==> config.mk <==
export PLATFORM = sky130hd
export DESIGN_NAME = xcorr_peak_finder
export DESIGN_NICKNAME = d
export VERILOG_FILES = /design/src/rtl/xcorr_peak_finder.sv
export SDC_FILE = /design/constraint.sdc
export NUM_CORES = 1
export LEC_CHECK = 0
export ABC_CLOCK_PERIOD_IN_PS = 3700
export BUFFER_PORTS_ARGS = -buffer_cell sky130_fd_sc_hd__buf_2
export CORE_UTILIZATION = 35
export CTS_CLUSTER_SIZE = 28
export DETAILED_ROUTE_END_ITERATION = 7
export HOLD_SLACK_MARGIN = 0.06
export PLACE_DENSITY = 0.62
export RECOVER_POWER = 25
export SLEW_MARGIN = 40
export SYNTH_ARGS = -nofsm -noshare
export SYNTH_HDL_FRONTEND = slang
export SYNTH_SLANG_ARGS = --single-unit
==> constraint.sdc <==
create_clock -name clk -period 3.7 [get_ports clk]
set_clock_uncertainty 0.1 [all_clocks]
set_input_delay 0.37 -clock clk [delete_from_list [all_inputs] [get_ports clk]]
set_output_delay 0.37 -clock clk [all_outputs]
set_load 0.1 [all_outputs]
==> src/rtl/xcorr_peak_finder.sv <==
// xcorr_peak_finder: sweeps all candidate lags, tracks the running maximum
// popcount and reports the argmax lag plus a threshold detection flag.
module xcorr_peak_finder #(
  parameter  int unsigned NDATA = 128,
  parameter  int unsigned NLAG  = 32,
  localparam int unsigned CW    = $clog2(NDATA) + 1,
  localparam int unsigned LW    = $clog2(NLAG)
) (
  input  logic          clk,
  input  logic          rst_n,
  input  logic          start,
  input  logic [CW-1:0] thresh,
  output logic [LW-1:0] lag_sel,
  input  logic          cnt_valid,
  input  logic [CW-1:0] cnt,
  output logic          busy,
  output logic          done,
  output logic [LW-1:0] peak_lag,
  output logic [CW-1:0] peak_val,
  output logic          peak_found
);

  typedef enum logic [1:0] {
    IDLE   = 2'd0,
    SWEEP  = 2'd1,
    FINISH = 2'd2
  } state_e;

  localparam logic [LW-1:0] LAST_LAG = LW'(NLAG - 1);

  state_e        state_q, state_d;
  logic [LW-1:0] lag_q, lag_d;
  logic [CW-1:0] best_val_q, best_val_d;
  logic [LW-1:0] best_lag_q, best_lag_d;
  logic          first_q, first_d;
  logic [CW-1:0] thr_q, thr_d;
  logic          busy_q, busy_d;
  logic          done_q, done_d;
  logic [LW-1:0] peak_lag_q, peak_lag_d;
  logic [CW-1:0] peak_val_q, peak_val_d;
  logic          peak_found_q, peak_found_d;

  logic          take_c;
  logic [CW-1:0] cand_val_c;
  logic [LW-1:0] cand_lag_c;

  // Candidate best after folding in the current sample; strict '>' keeps the lowest lag on ties.
  always_comb begin
    take_c     = first_q || (cnt > best_val_q);
    cand_val_c = take_c ? cnt : best_val_q;
    cand_lag_c = take_c ? lag_q : best_lag_q;
  end

  // Next-state and register-input logic for the sweep controller.
  always_comb begin
    state_d      = state_q;
    lag_d        = lag_q;
    best_val_d   = best_val_q;
    best_lag_d   = best_lag_q;
    first_d      = first_q;
    thr_d        = thr_q;
    peak_lag_d   = peak_lag_q;
    peak_val_d   = peak_val_q;
    peak_found_d = peak_found_q;

    unique case (state_q)
      IDLE: begin
        if (start) begin
          thr_d      = thresh;
          lag_d      = '0;
          best_val_d = '0;
          best_lag_d = '0;
          first_d    = 1'b1;
          state_d    = SWEEP;
        end
      end
      SWEEP: begin
        if (cnt_valid) begin
          best_val_d = cand_val_c;
          best_lag_d = cand_lag_c;
          first_d    = 1'b0;
          if (lag_q == LAST_LAG) begin
            // Results are loaded on entry to FINISH so they are visible while done is high.
            lag_d        = '0;
            peak_lag_d   = cand_lag_c;
            peak_val_d   = cand_val_c;
            peak_found_d = (cand_val_c >= thr_q);
            state_d      = FINISH;
          end else begin
            lag_d = lag_q + LW'(1);
          end
        end
      end
      FINISH: begin
        state_d = IDLE;
      end
      default: begin
        state_d = IDLE;
      end
    endcase

    busy_d = (state_d == SWEEP);
    done_d = (state_d == FINISH);
  end

  // State and datapath registers.
  always_ff @(posedge clk or negedge rst_n) begin
    if (!rst_n) begin
      state_q      <= IDLE;
      lag_q        <= '0;
      best_val_q   <= '0;
      best_lag_q   <= '0;
      first_q      <= 1'b0;
      thr_q        <= '0;
      busy_q       <= 1'b0;
      done_q       <= 1'b0;
      peak_lag_q   <= '0;
      peak_val_q   <= '0;
      peak_found_q <= 1'b0;
    end else begin
      state_q      <= state_d;
      lag_q        <= lag_d;
      best_val_q   <= best_val_d;
      best_lag_q   <= best_lag_d;
      first_q      <= first_d;
      thr_q        <= thr_d;
      busy_q       <= busy_d;
      done_q       <= done_d;
      peak_lag_q   <= peak_lag_d;
      peak_val_q   <= peak_val_d;
      peak_found_q <= peak_found_d;
    end
  end

  assign lag_sel    = lag_q;
  assign busy       = busy_q;
  assign done       = done_q;
  assign peak_lag   = peak_lag_q;
  assign peak_val   = peak_val_q;
  assign peak_found = peak_found_q;

endmodule
==> run_results.csv <==
group,metric,value,unit
critical_path,crit_required,3.77,ns
clock_tree,clk_pin_slew,0.08,ns
clock_tree,cts_buffer_depth,2,
synthesis,synthAdderAreaFrac,9.761,%
run_status,status,"finished, violations left",
synthesis,synth_edf_count,0,
worst_hold_path,hold_depth,3,
critical_path,crit_path_end_kind,"flip-flop",
clock_tree,numCtsBuffers,5,
synthesis,synth_top_family_by_area,"compound AO/OA/AOI/OAI gates",
timing,fmax,0.3206,GHz
layout,drive_gt1_share,29.37,%
clock_tree,clock-sinks,45,
critical_path,critPathMaxFanout,4,
clock_tree,clk_latency,0.30,ns
layout,nNetsFinal,289,
global_route,grt_usage,14.35,%
synthesis,avgSynthCellArea,11.20,um2
synthesis,syn_area,2307,um2
timing,tightest_slew,2.467,ns
route,drtPass1Iterations,5,
clock_tree,cts_tree,"yes",
timing,rsz0062_at_grt,"false",
synthesis,ys_seq_area_share,48.81,%
synthesis,synth_ff_type,"dfrtp_1",
synthesis,synth-xor-area-share,0,%
synthesis,async_flop_share,100.0,%
layout,final_common_cell,"dfrtp_1",
critical_path,start_kind,"flip-flop",
timing,period_needed,3.119,ns
job,drv_cap,1,
layout,mostFrequentLayoutCells,"45 x dfrtp_1, 39 x buf_2, 18 x nand2_1, 18 x ha_1, 15 x inv_1",
floorplan,coreArea,6350,um2
place,dp_hpwl,3352,um
clock_tree,cts_root_buffer,"clkbuf_8",
clock_tree,postCtsSetupRepairBufs,0,
route,avgViaCountPerCell,4.954,
floorplan,start_util,36.33,%
layout,nFillCells,622,
layout,final-seq-area,1126,um2
synthesis,syn_nets,244,
route,wl_per_cell,13.93,um
timing,finalHoldViolCount,0,
global_route,grt_pass1_vias,1639,
floorplan,die_h,83.19,um
timing,final.period_utilization,84.30,%
timing,tns,0,ns
floorplan,placementRows,29,
place,routabilityCongestion,0.7802,
worst_hold_path,min_path_type,"input port to flip-flop",
route,ant_nets,0,
timing,relSlewSlack,-64.45,%
synthesis,synthMuxAreaShare,10.90,%
floorplan,die_area,6921,um2
run_status,violations,"capacitance limit, slew limit",
timing,setup_viol,0,
global_route,grt_start_max_net_pins,46,
critical_path,worst-endpoint-arrival,3.19,ns
synthesis,synth-simple-area-share,10.57,%
synthesis,ys_types,36,
critical_path,reg2reg_depth,13,
clock_tree,htreeDepth,2,
place,port_buffers,40,
synthesis,synth_compound_area_share,15.46,%
timing,drv_slew,46,
global_route,grt-ovfl-total,0,
route,vias,1630,
synthesis,yosys_warnings,0,
layout,n_antenna_cell,0,
global_route,antenna_found_initial,0,
global_route,grt_pass1_wl,7824,um
floorplan,ios,41,
layout,syn_to_final_growth,18.28,%
route,routed_wirelength,4583,um
critical_path,critPathKind,"flip-flop to flip-flop",
layout,multi_input_area,1090,um2
route,drt_iter0_markers,57,
floorplan,die_w,83.19,um
synthesis,synth_seq_cells,45,
synthesis,syn_inst,206,
route,drc,0,
-- Yosys cell counts, drive strengths merged (2+ instances only) --
cell type  count  share of area (%)
nand2b         4                1.1
inv           15                2.4
and3           4                1.3
o21ai         13                2.8
a21oi         13                2.8
a31oi          2               0.54
nand3          5                1.1
clkbuf         3               0.49
nor2          10                1.7
nor2b          2               0.54
a21o           4                1.3
ha            18                9.8
buf            4                1.4
dfrtp         45                 49
a22o          13                4.9
nand2         18                2.9
mux2i          6                2.6
mux2          15                8.3
-- through the flow --
step / util, % / worst slack [ns] / hold WS, ns / std cells / area, um2
floorplan: - / 0.7661 / -0.02559 / 206 / 2307
global placement: 40.89 / 0.5218 / 0.3822 / 320 / 2596
detailed placement: 41.02 / 0.4524 / 0.3143 / 320 / 2605
CTS: 43.01 / 0.5311 / 0.1577 / 329 / 2731
global route: 42.98 / 0.2522 / 0.1721 / 329 / 2729
finish: 42.98 / 0.5810 / 0.1683 / 329 / 2729
-- routing by layer --
metal  global-route usage, %  wire, um  up-vias
li1                        -         -      826
met1                   18.54      2265      771
met2                   22.95      2051       27
met3                   4.076       197        6
met4                   5.172        68        0
met5                       0         0        -
-- cell families after synthesis --
group                      after synthesis
AOI/OAI and AO/OA                       50
adders and majority gates               18
buffers and inverters                   23
DFF                                     45
muxes                                   21
and+or+nand+nor                         49
-- critical path, cell delays in order, from the launching register on --
cell and delay (ns):
dfrtp_1 0.40, inv_1 0.06, ha_1 0.30, a211oi_2 0.18, nor2_1 0.10, o41ai_4 0.43
buf_4 0.22, mux2_2 0.35, ha_1 0.27, a21o_1 0.17, a21oi_1 0.14, o21ai_0 0.11
nand3_1 0.10, a31oi_1 0.07
-- timing repair --
| action | 4_1_cts | 5_1_grt |
|---|---|---|
| hold endpoints to repair | 45 | 0 |
| hold buffers | 1 | 0 |
| resized for setup | 0 | 0 |
-- final cells by class --
class	instances	share of cell area, %
clock buffer	7	3.164
tap	77	3.530
inverter	16	2.247
timing repair buffer	45	8.757
sequential	45	41.27
multi-input combinational	138	39.94
clock inverter	1	1.100
-- registers in the layout (all words and copies together), names as in the netlist --
register / flops
peak_found: 1
busy: 1
thr_q: 8
best_lag_q: 5
first_q: 1
best_val_q: 8
lag_sel: 5
done: 1
peak_val: 8
peak_lag: 5
state_q: 2
-- worst paths after layout --
check / end / slack [ns] / from
worst min-delay path: thr_q[5] / 0.17 / thresh[5]
worst min register to register: best_lag_q[3] / 0.41 / best_lag_q[3]
min in group asynchronous: peak_lag[3] / 1.26 / rst_n
max in group asynchronous: best_val_q[2] / 0.84 / rst_n
worst max register to register: peak_found / 0.58 / best_val_q[5]
worst max-delay path: peak_found / 0.58 / best_val_q[5]
Power is left out: the tool's default activity adds up to more than one toggle a clock period on the data nets, which glitch-free logic cannot reach.
